### src/rtl/lc3b_types.sv
// Shared LC-3b memory-subsystem types: address word, cache line and the
// physical-memory arbiter state encoding.
package lc3b_types;

   localparam int C_LINE_W = 128;

   typedef logic [15:0]         lc3b_word;
   typedef logic [C_LINE_W-1:0] lc3b_c_line;

   typedef enum logic [1:0] {
      IDLE    = 2'd0,
      SERVE_I = 2'd1,
      SERVE_D = 2'd2
   } lc3b_arb_state;

endpackage

### src/rtl/mem_arbiter.sv
// Arbitrates the I-cache and D-cache line ports onto a single physical
// memory port. D has priority unless I has been passed over STARVE_LIMIT times.
module mem_arbiter
   import lc3b_types::*;
#(
   parameter int STARVE_LIMIT = 4,
   parameter int LINE_W       = 128
) (
   input  logic              clk,
   input  logic              reset,

   input  logic              i_pmem_read,
   input  logic [15:0]       i_pmem_address,
   output logic [LINE_W-1:0] i_pmem_rdata,
   output logic              i_pmem_resp,

   input  logic              d_pmem_read,
   input  logic              d_pmem_write,
   input  logic [15:0]       d_pmem_address,
   input  logic [LINE_W-1:0] d_pmem_wdata,
   output logic [LINE_W-1:0] d_pmem_rdata,
   output logic              d_pmem_resp,

   output logic              pmem_read,
   output logic              pmem_write,
   output logic [15:0]       pmem_address,
   output logic [LINE_W-1:0] pmem_wdata,
   input  logic [LINE_W-1:0] pmem_rdata,
   input  logic              pmem_resp,

   output logic              busy,
   output logic              owner
);

   localparam int            CW    = $clog2(STARVE_LIMIT + 1);
   localparam logic [CW-1:0] LIMIT = CW'(STARVE_LIMIT);

   lc3b_arb_state     state;
   logic [CW-1:0]     starve_cnt;
   lc3b_word          addr_q;
   logic [LINE_W-1:0] wdata_q;
   logic              read_q;
   logic              write_q;

   logic d_req;
   logic i_forced;
   logic resp_ok;

   assign d_req    = d_pmem_read | d_pmem_write;
   assign i_forced = i_pmem_read && (starve_cnt == LIMIT);

   always_ff @(posedge clk) begin
      if (reset) begin
         state      <= IDLE;
         starve_cnt <= '0;
         addr_q     <= '0;
         wdata_q    <= '0;
         read_q     <= 1'b0;
         write_q    <= 1'b0;
      end else begin
         case (state)
            IDLE: begin
               if (d_req && !i_forced) begin
                  // read+write together is treated as a writeback
                  state   <= SERVE_D;
                  addr_q  <= d_pmem_address;
                  wdata_q <= d_pmem_wdata;
                  read_q  <= ~d_pmem_write;
                  write_q <= d_pmem_write;
                  if (i_pmem_read && (starve_cnt != LIMIT))
                     starve_cnt <= starve_cnt + 1'b1;
               end else if (i_pmem_read) begin
                  state      <= SERVE_I;
                  addr_q     <= i_pmem_address;
                  wdata_q    <= '0;
                  read_q     <= 1'b1;
                  write_q    <= 1'b0;
                  starve_cnt <= '0;
               end
            end
            SERVE_I, SERVE_D: begin
               if (pmem_resp) begin
                  state   <= IDLE;
                  read_q  <= 1'b0;
                  write_q <= 1'b0;
               end
            end
            default: begin
               state   <= IDLE;
               read_q  <= 1'b0;
               write_q <= 1'b0;
            end
         endcase
      end
   end

   // A transaction cut short by reset never reports completion.
   assign resp_ok      = pmem_resp & ~reset;
   assign i_pmem_resp  = resp_ok & (state == SERVE_I);
   assign d_pmem_resp  = resp_ok & (state == SERVE_D);
   assign i_pmem_rdata = i_pmem_resp ? pmem_rdata : '0;
   assign d_pmem_rdata = d_pmem_resp ? pmem_rdata : '0;

   assign pmem_read    = read_q;
   assign pmem_write   = write_q;
   assign pmem_address = addr_q;
   assign pmem_wdata   = wdata_q;

   assign busy  = (state != IDLE);
   assign owner = (state == SERVE_D);

endmodule
### config.mk
export PLATFORM = sky130hd
export DESIGN_NAME = mem_arbiter
export DESIGN_NICKNAME = d
export VERILOG_FILES = /design/src/rtl/lc3b_types.sv /design/src/rtl/mem_arbiter.sv
export SDC_FILE = /design/constraint.sdc
export NUM_CORES = 1
export LEC_CHECK = 0
export CAP_MARGIN = 10
export CORE_AREA = 2 2 269 271
export CTS_BUF_LIST = sky130_fd_sc_hd__clkbuf_4 sky130_fd_sc_hd__clkbuf_8 sky130_fd_sc_hd__clkbuf_16
export DETAILED_ROUTE_END_ITERATION = 6
export DIE_AREA = 0 0 271 273
export GPL_TIMING_DRIVEN = 0
export PLACE_DENSITY = 0.38
export SYNTH_ARGS = -nofsm -noshare
export SYNTH_HDL_FRONTEND = slang
export SYNTH_SLANG_ARGS = --single-unit
### constraint.sdc
create_clock -name clk -period 2.9 [get_ports clk]
set_input_delay 0.87 -clock clk [delete_from_list [all_inputs] [get_ports clk]]
set_output_delay 0.87 -clock clk [all_outputs]
set_load 0.05 [all_outputs]
==> flow_summary.yaml <==
run_status:
  status: "finished, violations left"
  violations: "negative setup slack"
detailed_routing:
  drtIter0Drc: 221
  detail_route.wl_per_cell_um: 21.0
  wirelength_um: 50800
  first_pass_iters: 4
  drc: 0
  vias_per_cell: 3.46
  vias: 8346
  ant_nets: 0
power_and_ir_drop:
  power.density_nw_per_um2: 425
  p_leak_nw: 7.33
  ir_worst_vdd_mv: 0.409
clocking:
  numCtsBuffers: 17
  cts_tree: "built"
  clkTransAtPathRegs_ns: 0.06
  cts.htree.levels: 4
  clock-sinks: 151
  root_buffer: "clkbuf_16"
  clk_latency_ns: 0.45
  clk_path_buf_depth: 2
synthesis:
  ys_seq_area_frac: 0.440
  synth.avg_cell_area_um2: 9.71
  synth_cells: 707
  synthAdderAreaFrac: 0.00911
  syn_area_um2: 6870
  yosysUniqueCellTypes: 32
  synth_top_family_by_area: "simple AND/OR/NAND/NOR gates"
  ys_warn_count: 0
  synth-compound-area-share: 0.193
  muxShareOfSynthArea: 0
  synth_xor_area_frac: 0
  yosys_register_bits: 151
  syn-num-nets: 1006
  yosys.area_share.simple: 0.281
critical_path:
  end_kind: "output pin"
  path_cells: "buf_12 > and3b_4 > buf_12 > clkbuf_16 > and2_4 > buf_8"
  critPathMaxFanout: 9
  slowest_stage: "and3b_4"
  worst_path_largest_cell_delay_ns: 0.41
  criticalPathCategory: "input pin to output pin"
  path_common_cell: "buf_12"
  timing.rr.start: "starve_cnt[0]"
  critPathLaunchType: "input pin"
  worstPathArrival_ns: 2.07
  setup.worst_path.start: "reset"
  required_ns: 2.03
placement:
  portBuffers: 698
  dpl-instance-area_um2: 15300
  place_worst_setup_slack_ns: -1.28
  hpwl_um: 41500
  place.gp.congestion: 0.971
finish:
  fin_area_um2: 17800
  final_common_cell: "clkdlybuf4s50_1"
  num_antenna_cells: 0
  synthToLayoutAreaGrowth_pct: 160
  n_fill_cell: 7506
  nets: 1750
  drive_above_1_share: 0.431
  layout_common_cells: "clkdlybuf4s50_1 (438), and2_4 (156), buf_8 (152)"
floorplan:
  die_h_um: 273
  die_w_um: 271
  start_util: 0.0967
  core_um2: 71000
  io_pins: 700
  die_area_um2: 74000
  rows: 98
min_path:
  hold_start: "pmem_wdata[114]"
  hold_class: "register to register"
sta:
  skew_ns: 0.0142
  finalCritPeriodShare: 1.02
  fin_crit_ns: 2.94
  rsz0062_at_grt: "true"
  worstMarginPinSlew_ns: 0.758
  setup_ws_ns: -0.0441
  slew_viol_final: 0
  finalSetupViolCount: 53
  hold_viol: 0
  fmax_ghz: 0.340
  slew-limit-headroom: 0.495
grt:
  grt_max_degree: 17
  grt_pass1_vias: 8600
  overflow: 0
  grt_antenna_before_repair: 22
  grt_usage: 0.128
  grt_pass1_wl_um: 67600
run:
  maxCapViolCount: 0
-- state kept, by name, summed over array words and instances (netlist names) --
register and count:
state 2, pmem_address 16, pmem_write 1, pmem_read 1, pmem_wdata 128, starve_cnt 3
-- Yosys cell counts, drive strengths merged --
| master | instances | share of area |
|---|---|---|
| and2 | 256 | 0.23 |
| dfxtp | 151 | 0.44 |
| a22o | 128 | 0.16 |
| buf | 39 | 0.055 |
| nand2 | 36 | 0.020 |
| clkbuf | 26 | 0.018 |
| nor2 | 23 | 0.014 |
| a311oi | 16 | 0.020 |
| ha | 5 | 0.0091 |
| inv | 5 | 0.0027 |
| nor3 | 4 | 0.0053 |
| a21oi | 3 | 0.0022 |
| a22oi | 3 | 0.0033 |
| and3b | 2 | 0.0026 |
| nor2b | 2 | 0.0018 |
| o21ai | 2 | 0.0020 |
| a21o | 1 | 0.0011 |
| a32oi | 1 | 0.0013 |
| nand3 | 1 | 0.0015 |
| nand4 | 1 | 0.00091 |
| or3 | 1 | 0.00091 |
| or4b | 1 | 0.0015 |
-- layout make-up --
| class | count | area (um^2) | area share |
|---|---|---|---|
| plain buffers | 65 | 880 | 0.0493 |
| clock buffers | 20 | 460 | 0.0258 |
| clock inverters | 11 | 138 | 0.00772 |
| inverters | 5 | 18.8 | 0.00105 |
| multi-input cells | 486 | 3830 | 0.215 |
| flip-flops and latches | 151 | 3030 | 0.170 |
| well taps | 950 | 1190 | 0.0667 |
| repair buffers | 725 | 8290 | 0.465 |
-- per-layer routing --
layer,global-route usage,vias up,share of wire
met1,0.128,3898,0.35
met3,0.0425,84,0.077
met4,0.0330,6,0.021
met5,0,-,0.00067
li1,-,3928,-
met2,0.251,430,0.55
-- path summary, 6_finish.rpt --
path                                          to  slack [ns]  cells after the start
worst min-delay path             pmem_wdata[114]        0.47                      1
worst min register to register   pmem_wdata[114]        0.47                      1
worst max-delay path            d_pmem_rdata[34]       -0.04                      6
worst max register to register    pmem_wdata[61]        0.94                      8
-- critical path: cells and delay by family --
kind                   cells  cell delay, ns
buffers and inverters      4            0.60
AND/OR/NAND/NOR            2            0.57
-- cell families after synthesis --
| logic type | after synthesis |
|---|---|
| compound gates | 154 |
| fa+ha+maj | 5 |
| buf+inv | 70 |
| flops | 151 |
| simple gates | 327 |
-- through the flow --
stage	utilization	instances	power (W)	setup TNS, ns	hold slack (ns)
after floorplan	-	707	0.00393	0	0.453
after global placement	0.216	2355	0.00516	-292.84	0.455
after detailed placement	0.216	2355	0.00515	-297.38	0.455
after CTS	0.234	2401	0.00762	-14.66	0.477
after global routing	0.251	2413	0.00792	-5.62	0.487
final	0.251	2413	0.00759	-0.687	0.473
-- power breakdown --
part	switching (W)	total, W	internal, W
Clock	0.000987	0.00232	0.00134
Combinational	0.00163	0.00285	0.00122
Sequential	0.000122	0.00241	0.00229
-- timing repair --
action                     4_1_cts  5_1_grt
hold buffers                     0        0
setup endpoints to repair      259      259
resized for setup             1769      440
hold endpoints to repair         0        0
setup buffers                    4        1
pin swaps                       11       26
gates cloned                    11       12
No activity file was read; power rests on OpenSTA's default activity.
